$ cat src/rtl/shift_issue_queue.sv
// Shift-request issue queue feeding the 32-bit shifter: filters SLL/SRA, buffers up to DEPTH entries.
// Optional zero-latency empty-queue bypass is enabled by defining SHIFT_ISSUE_BYPASS_EN.
module shift_issue_queue #(
    parameter int DEPTH = 4,
    parameter int CNT_W = 8
) (
    input  logic                      clock,
    input  logic                      ctrl_reset_n,
    input  logic                      flush,
    input  logic                      in_valid,
    output logic                      in_ready,
    input  logic [31:0]               in_data,
    input  logic [4:0]                in_shamt,
    input  logic [4:0]                in_opcode,
    output logic                      out_valid,
    input  logic                      out_ready,
    output logic [31:0]               out_data,
    output logic [4:0]                out_shamt,
    output logic [4:0]                out_opcode,
    output logic [$clog2(DEPTH):0]    count,
    output logic                      err_illegal,
    output logic [CNT_W-1:0]          illegal_cnt
);

    localparam int PTR_W = $clog2(DEPTH);
    localparam int OCC_W = PTR_W + 1;
    localparam int ENT_W = 42;

    localparam logic [4:0]       OP_SLL   = 5'b00100;
    localparam logic [4:0]       OP_SRA   = 5'b00101;
    localparam logic [OCC_W-1:0] OCC_ZERO = {OCC_W{1'b0}};
    localparam logic [OCC_W-1:0] OCC_ONE  = OCC_W'(1);
    localparam logic [OCC_W-1:0] OCC_FULL = OCC_W'(DEPTH);
    localparam logic [PTR_W-1:0] PTR_ZERO = {PTR_W{1'b0}};
    localparam logic [PTR_W-1:0] PTR_ONE  = PTR_W'(1);
    localparam logic [CNT_W-1:0] ILL_ONE  = CNT_W'(1);
    localparam logic [CNT_W-1:0] ILL_MAX  = {CNT_W{1'b1}};

    function automatic logic is_shift_op(input logic [4:0] op);
        return (op == OP_SLL) || (op == OP_SRA);
    endfunction

    logic [ENT_W-1:0] r_mem [DEPTH];
    logic [PTR_W-1:0] r_wr_ptr;
    logic [PTR_W-1:0] r_rd_ptr;
    logic [OCC_W-1:0] r_count;
    logic [ENT_W-1:0] r_head;
    logic             r_out_valid;
    logic             r_in_ready;
    logic             r_err_illegal;
    logic [CNT_W-1:0] r_illegal_cnt;

    logic [ENT_W-1:0] w_in_entry;
    logic             w_legal;
    logic             w_accept;
    logic             w_illegal;
    logic             w_push;
    logic             w_pop;
    logic             w_bypass_take;
    logic [PTR_W-1:0] w_wr_ptr_nxt;
    logic [PTR_W-1:0] w_rd_ptr_nxt;
    logic [OCC_W-1:0] w_count_nxt;
    logic [ENT_W-1:0] w_head_nxt;

    assign w_in_entry = {in_data, in_shamt, in_opcode};
    assign w_legal    = is_shift_op(in_opcode);
    assign w_accept   = in_valid && r_in_ready;
    assign w_illegal  = w_accept && !w_legal;
    // flush squashes both queue movements but not illegal-opcode reporting
    assign w_push     = w_accept && w_legal && !flush && !w_bypass_take;
    assign w_pop      = r_out_valid && out_ready && !flush;

    // Next pointers, occupancy and the head entry to present after this edge
    always_comb begin
        w_wr_ptr_nxt = r_wr_ptr;
        w_rd_ptr_nxt = r_rd_ptr;
        w_count_nxt  = r_count;
        w_head_nxt   = r_head;
        if (flush) begin
            w_wr_ptr_nxt = PTR_ZERO;
            w_rd_ptr_nxt = PTR_ZERO;
            w_count_nxt  = OCC_ZERO;
        end else begin
            if (w_push) begin
                w_wr_ptr_nxt = r_wr_ptr + PTR_ONE;
            end else begin
                w_wr_ptr_nxt = r_wr_ptr;
            end
            if (w_pop) begin
                w_rd_ptr_nxt = r_rd_ptr + PTR_ONE;
            end else begin
                w_rd_ptr_nxt = r_rd_ptr;
            end
            case ({w_push, w_pop})
                2'b10:   w_count_nxt = r_count + OCC_ONE;
                2'b01:   w_count_nxt = r_count - OCC_ONE;
                default: w_count_nxt = r_count;
            endcase
        end
        // The slot being written this cycle becomes head only when it lands on the new read pointer
        if (w_count_nxt == OCC_ZERO) begin
            w_head_nxt = r_head;
        end else if (w_push && (r_wr_ptr == w_rd_ptr_nxt)) begin
            w_head_nxt = w_in_entry;
        end else begin
            w_head_nxt = r_mem[w_rd_ptr_nxt];
        end
    end

    // Entry storage
    always_ff @(posedge clock or negedge ctrl_reset_n) begin
        if (!ctrl_reset_n) begin
            for (int i = 0; i < DEPTH; i++) begin
                r_mem[i] <= {ENT_W{1'b0}};
            end
        end else if (w_push) begin
            r_mem[r_wr_ptr] <= w_in_entry;
        end
    end

    // Queue state and registered handshake/head outputs
    always_ff @(posedge clock or negedge ctrl_reset_n) begin
        if (!ctrl_reset_n) begin
            r_wr_ptr    <= PTR_ZERO;
            r_rd_ptr    <= PTR_ZERO;
            r_count     <= OCC_ZERO;
            r_head      <= {ENT_W{1'b0}};
            r_out_valid <= 1'b0;
            r_in_ready  <= 1'b1;
        end else begin
            r_wr_ptr    <= w_wr_ptr_nxt;
            r_rd_ptr    <= w_rd_ptr_nxt;
            r_count     <= w_count_nxt;
            r_head      <= w_head_nxt;
            r_out_valid <= (w_count_nxt != OCC_ZERO);
            r_in_ready  <= (w_count_nxt < OCC_FULL);
        end
    end

    // Illegal-opcode pulse and saturating drop counter
    always_ff @(posedge clock or negedge ctrl_reset_n) begin
        if (!ctrl_reset_n) begin
            r_err_illegal <= 1'b0;
            r_illegal_cnt <= {CNT_W{1'b0}};
        end else begin
            r_err_illegal <= w_illegal;
            if (w_illegal && (r_illegal_cnt != ILL_MAX)) begin
                r_illegal_cnt <= r_illegal_cnt + ILL_ONE;
            end
        end
    end

`ifdef SHIFT_ISSUE_BYPASS_EN
    logic w_bypass_path;

    assign w_bypass_path = (r_count == OCC_ZERO) && !flush;
    assign w_bypass_take = w_bypass_path && in_valid && w_legal && out_ready;

    // Empty queue: present the incoming request directly to the shifter
    always_comb begin
        if (w_bypass_path) begin
            out_valid = in_valid && w_legal;
            {out_data, out_shamt, out_opcode} = w_in_entry;
        end else begin
            out_valid = r_out_valid;
            {out_data, out_shamt, out_opcode} = r_head;
        end
    end
`else
    assign w_bypass_take = 1'b0;
    assign out_valid     = r_out_valid;
    assign {out_data, out_shamt, out_opcode} = r_head;
`endif

    assign in_ready    = r_in_ready;
    assign count       = r_count;
    assign err_illegal = r_err_illegal;
    assign illegal_cnt = r_illegal_cnt;

endmodule

$ cat config.mk
export PLATFORM = sky130hd
export DESIGN_NAME = shift_issue_queue
export DESIGN_NICKNAME = d
export VERILOG_FILES = /design/src/rtl/shift_issue_queue.sv
export SDC_FILE = /design/constraint.sdc
export NUM_CORES = 1
export LEC_CHECK = 0
export ABC_AREA = 1
export CAP_MARGIN = 30
export CORE_MARGIN = 4
export CORE_UTILIZATION = 55
export DETAILED_ROUTE_END_ITERATION = 7
export PLACE_DENSITY = 0.77
export SYNTH_ARGS = -nofsm -noshare
export SYNTH_HDL_FRONTEND = slang
export SYNTH_SLANG_ARGS = --single-unit
$ cat constraint.sdc
create_clock -name clock -period 6.5 [get_ports clock]
set_input_delay 1.3 -clock clock [delete_from_list [all_inputs] [get_ports clock]]
set_output_delay 1.3 -clock clock [all_outputs]
set_load 0.01 [all_outputs]
==> metrics.txt, run 1 <==
worst endpoint required time 6.95 ns; post-synth top area share 53.5%; synth unique cells 29; Slew Limit Fails 0; drt via density 5.66; CP max FO 44; post-CTS setup buffers 0; syn_area_per_cell 8.12 um2; GR Util met1 34.6%; PwrDens 306 nW/um2; drt drc 0; CP endpoint kind register; CTS Hold Buffers Added 0; Final Hold Fails 0; synth top area cells dfrtp_1 (53%), nand2_1 (16%), nand3_1 (7.6%); area of the die 21600 um2; Avg WL per Cell 16.7 um; status complete, no violations; gr busiest metal met2; drt pass-1 iters 5; TritonCTS clock tree yes; H-tree depth 1; ratio of cells with drive above 1 in the final layout 5.53%; pin count of the biggest net entering global routing 114; initial antenna violation count 0; PortBufs 102; row cnt 50; Synth area leader dfrtp_1; Hold Slack 0.460 ns; Initial DRC Count 852; Setup WS pre-CTS 1.64 ns; global-route met2 utilization 42.0%; core area 18800 um2; total gr overflow 0; final core utilization 66.7%; Final #Nets 1411; Clk pin slew, worst setup/hold paths 0.06 ns; # setup viols final 0; min Tclk post-route 4.37 ns; hpwl dp 14.7 mm; post-route ant nets 0; Post-Synthesis Cells 1308; CTS sink cnt 228; LEAKAGE 6.16 nW; routability congestion estimate 0.813; Peak VDD IR 232 uV; vias in the first global route 8922; Die W 147 um; Period Utilization, post-route 67.2%; Clock Path Buffers 3; sequential fraction of the synthesis area 53.7%; flop and latch count out of synthesis 228; routing usage on met3 3.92%; kind of critical path primary input to register; most frequent cells in the layout nand2_1 (456), dfrtp_1 (227), nand3_1 (161); post-CTS sizing 0; number of diodes 0; Initial Util 56.4%; f_max 229 MHz; Startpoint Class primary input; most common cell after layout, fill and taps aside nand2_1; setup TNS 0 ns; relative max-transition margin 29.3%; Vias 9262; global-route wire length before repair 45.2 mm; io pins 103; total wire length 27.3 mm; Die Span Y 147 um; Num CTS Buffers 25; Setup Skew 0.00779 ns; Clock Tree Root clkbuf_16; Area Overhead vs Synth 18.3%; Min-Delay Path Class register to register; Synthesis Warnings 0; clk_lat worst skew 0.52 ns; Worst Tran Pin Value 1.06 ns; Mapped Nets 1362; WP data arrival 4.82 ns; maxcap violations 0; synthesized cell area 10600 um2; Final WS setup 2.13 ns; Global Route Usage Sum 25.0%; RSZ-0062 raised after global routing no
-- cells in the mapped netlist --
library cell	n
nand2_1	462
dfrtp_1	227
nand3_1	161
o21ai_0	142
nand4_1	80
inv_1	76
buf_2	48
clkbuf_1	37
o21ai_1	19
nor2_1	12
ha_1	6
buf_4	4
xnor2_1	4
buf_1	3
buf_6	3
inv_2	3
nand2_2	3
nand3_2	3
o211ai_1	3
nor2_2	2
xor2_1	2
a21o_1	1
dfstp_2	1
fa_1	1
nand3b_1	1
nand4_2	1
nor3_1	1
nor4_1	1
or2_2	1
-- through the flow --
step	std cells	instance area (um2)	total power, W
floorplan	1308	10600	0.00201
global placement	1589	11700	0.00235
detailed placement	1590	11700	0.00237
CTS	1635	12600	0.00387
global route	1635	12600	0.00402
finish	1635	12600	0.00384
-- kinds of logic (layout without fill, tap and decap cells) --
kind of cell    after synthesis  in the layout  synth area share, %
xor+xnor                      6              6                0.495
fa+ha+maj                     7              7                0.895
buf+inv                     174            241                 7.07
flops                       228            228                 53.7
simple gates                728            728                 30.0
compound gates              165            165                 7.87
-- worst max-delay path, cell delays in order --
cell and delay [ns]:
clkdlybuf4s50_1 0.47, inv_2 0.28, nand4_2 0.22, ha_1 0.28, fa_1 0.40, nor2_1 0.14, nor2_1 0.07, a21o_1 0.16
nand3_1 0.13, nand2_2 0.06, buf_4 0.31, inv_2 0.72, nand2_1 0.14, nand2_1 0.11
-- cell type report --
type | instances | area (um2)
Fill cell | 1561 | 6260
Sequential cell | 228 | 5710
Multi-Input combinational cell | 906 | 4210
Timing Repair Buffer | 117 | 1150
Clock buffer | 37 | 741
Tap cell | 260 | 325
Inverter | 79 | 297
Clock inverter | 8 | 140
-- where the power goes --
part           switching, W  total (W)  internal (W)
Combinational      0.000324   0.000653      0.000329
Sequential         0.000114    0.00169       0.00158
Clock              0.000559    0.00150      0.000942
-- registers in the layout (all words and copies together) (netlist names), 2 cells and up --
| signal | count |
|---|---|
| r_mem | 168 |
| r_wr_ptr | 2 |
| illegal_cnt | 8 |
| count | 3 |
| r_rd_ptr | 2 |
| r_head | 42 |
-- final timing paths --
| path | start | endpoint | slack [ns] | cells after the start |
|---|---|---|---|---|
| max in group asynchronous | ctrl_reset_n | r_mem[98] | 4.36 | 2 |
| setup reg to reg | in_ready | r_head[16] | 3.06 | 14 |
| hold / removal | r_mem[2] | r_mem[2] | 0.46 | 2 |
| min in group asynchronous | ctrl_reset_n | illegal_cnt[3] | 0.83 | 1 |
| hold reg to reg | r_mem[2] | r_mem[2] | 0.46 | 2 |
| setup / recovery | flush | r_head[16] | 2.13 | 14 |
-- layer usage --
metal,vias up,part of all wire (%)
met5,-,0
met4,0,2.0
met3,51,7.2
met2,375,48
met1,4439,43
li1,4397,-
Note: power is estimated with default switching activity, not from simulation.
==> run 2, diff against run 1 <==
Settings changed: CORE_UTILIZATION 55 to 52.
Clock period 6.5 ns to 3.57 ns, I/O delays scaled along.
==> metrics.txt, run 2 (synthesized netlist as in run 1, its figures left out) <==
CP endpoint kind register; Reg with most FFs r_mem; Area Overhead vs Synth 19.4%; area of the die 22800 um2; min Tclk post-route 2.75 ns; worst endpoint required time 4.03 ns; post-route ant nets 0; H-tree depth 1; Startpoint Class primary input; FILL cells 1748; drt via density 5.66; PwrDens 542 nW/um2; Clock Tree Root clkbuf_16; Num CTS Buffers 25; Setup WS pre-CTS 0.275 ns; PortBufs 102; Final WS setup 0.819 ns; Die Span Y 151 um; CTS Hold Buffers Added 0; clk_lat worst skew 0.54 ns; LEAKAGE 6.25 nW; maxcap violations 0; vias in the first global route 9126; Peak VDD IR 346 uV; Initial DRC Count 897; Worst Tran Pin Value 0.848 ns; status complete, no violations; TritonCTS clock tree yes; Avg WL per Cell 16.7 um; CTS sink cnt 228; pin count of the biggest net entering global routing 107; drt drc 0; most common cell after layout, fill and taps aside nand2_1; f_max 364 MHz; number of diodes 0; WP data arrival 3.21 ns; total wire length 27.6 mm; Clock Path Buffers 3; ratio of cells with drive above 1 in the final layout 6.29%; Final Hold Fails 0; Global Route Usage Sum 25.0%; Die W 151 um; # setup viols final 0; routability congestion estimate 0.819; Vias 9352; io pins 103; Min-Delay Path Class primary input to asynchronous set/reset pin; Clk pin slew, worst setup/hold paths 0.06 ns; core area 20200 um2; Period Utilization, post-route 77.1%; row cnt 52; Setup Skew 0.0211 ns; setup TNS 0 ns; Final #Nets 1421; drt pass-1 iters 6; Largest register FFs 168; most frequent cells in the layout nand2_1 (456), dfrtp_1 (227), nand3_1 (161); initial antenna violation count 0; Worst Reg-to-Reg Cells 14; global-route wire length before repair 46.5 mm; Initial Util 52.7%; RSZ-0062 raised after global routing no; Slew Limit Fails 0; relative max-transition margin 43.4%; final core utilization 62.9%; kind of critical path primary input to register; CP max FO 42; total gr overflow 0; hpwl dp 15.5 mm; post-CTS setup buffers 0; post-CTS sizing 0
## run 2: cell type report
type / count / area [um2] / area share (%)
clock inverters: 10 / 118 / 0.927
clock buffers: 33 / 716 / 5.64
flip-flops and latches: 228 / 5710 / 45.0
inverters: 79 / 297 / 2.34
well taps: 270 / 338 / 2.66
repair buffers: 127 / 1280 / 10.1
multi-input cells: 906 / 4230 / 33.4
## run 2: through the flow
step	hold slack, ns	total power (W)	instance area, um2	std cells
after floorplan	0.418	0.00366	10600	1308
after CTS	0.257	0.00692	12700	1653
final	0.245	0.00687	12700	1653
after global placement	0.434	0.00430	11900	1610
after global routing	0.285	0.00720	12700	1653
after detailed placement	0.438	0.00433	11900	1610
## run 2: power by group
| part | internal [W] | switching, W | leakage, nW |
|---|---|---|---|
| combinational | 0.000612 | 0.000596 | 2.75 |
| clock | 0.00155 | 0.00103 | 0.415 |
| sequential | 0.00287 | 0.000213 | 3.09 |
## run 2: worst paths after layout
check	start	end	slack, ns
worst max-delay path	in_valid	r_head[18]	0.82
worst min-delay path	ctrl_reset_n	r_mem[122]	0.24
worst max register to register	in_ready	r_head[18]	0.94
worst min register to register	r_mem[1]	r_mem[1]	0.46
max in group asynchronous	ctrl_reset_n	r_head[19]	2.51
min in group clock	r_mem[1]	r_mem[1]	0.46
## run 2: critical path, stage by stage
cell	delay [ns]
clkdlybuf4s50_1	0.46
nand2_1	0.07
inv_1	0.09
nand4_2	0.18
ha_1	0.28
fa_1	0.39
nor2_1	0.12
nor2_1	0.06
a21o_1	0.15
nand3_1	0.11
nand2_2	0.11
inv_2	0.08
buf_12	0.24
nand2_1	0.09
nand2_1	0.08
## run 2: metal layers
layer,GRT usage [%],wire [um],up-vias
met5,0,0,-
li1,-,-,4424
met2,41.2,13200,383
met3,3.26,1940,52
met1,35.2,11900,4493
met4,7.03,663,0
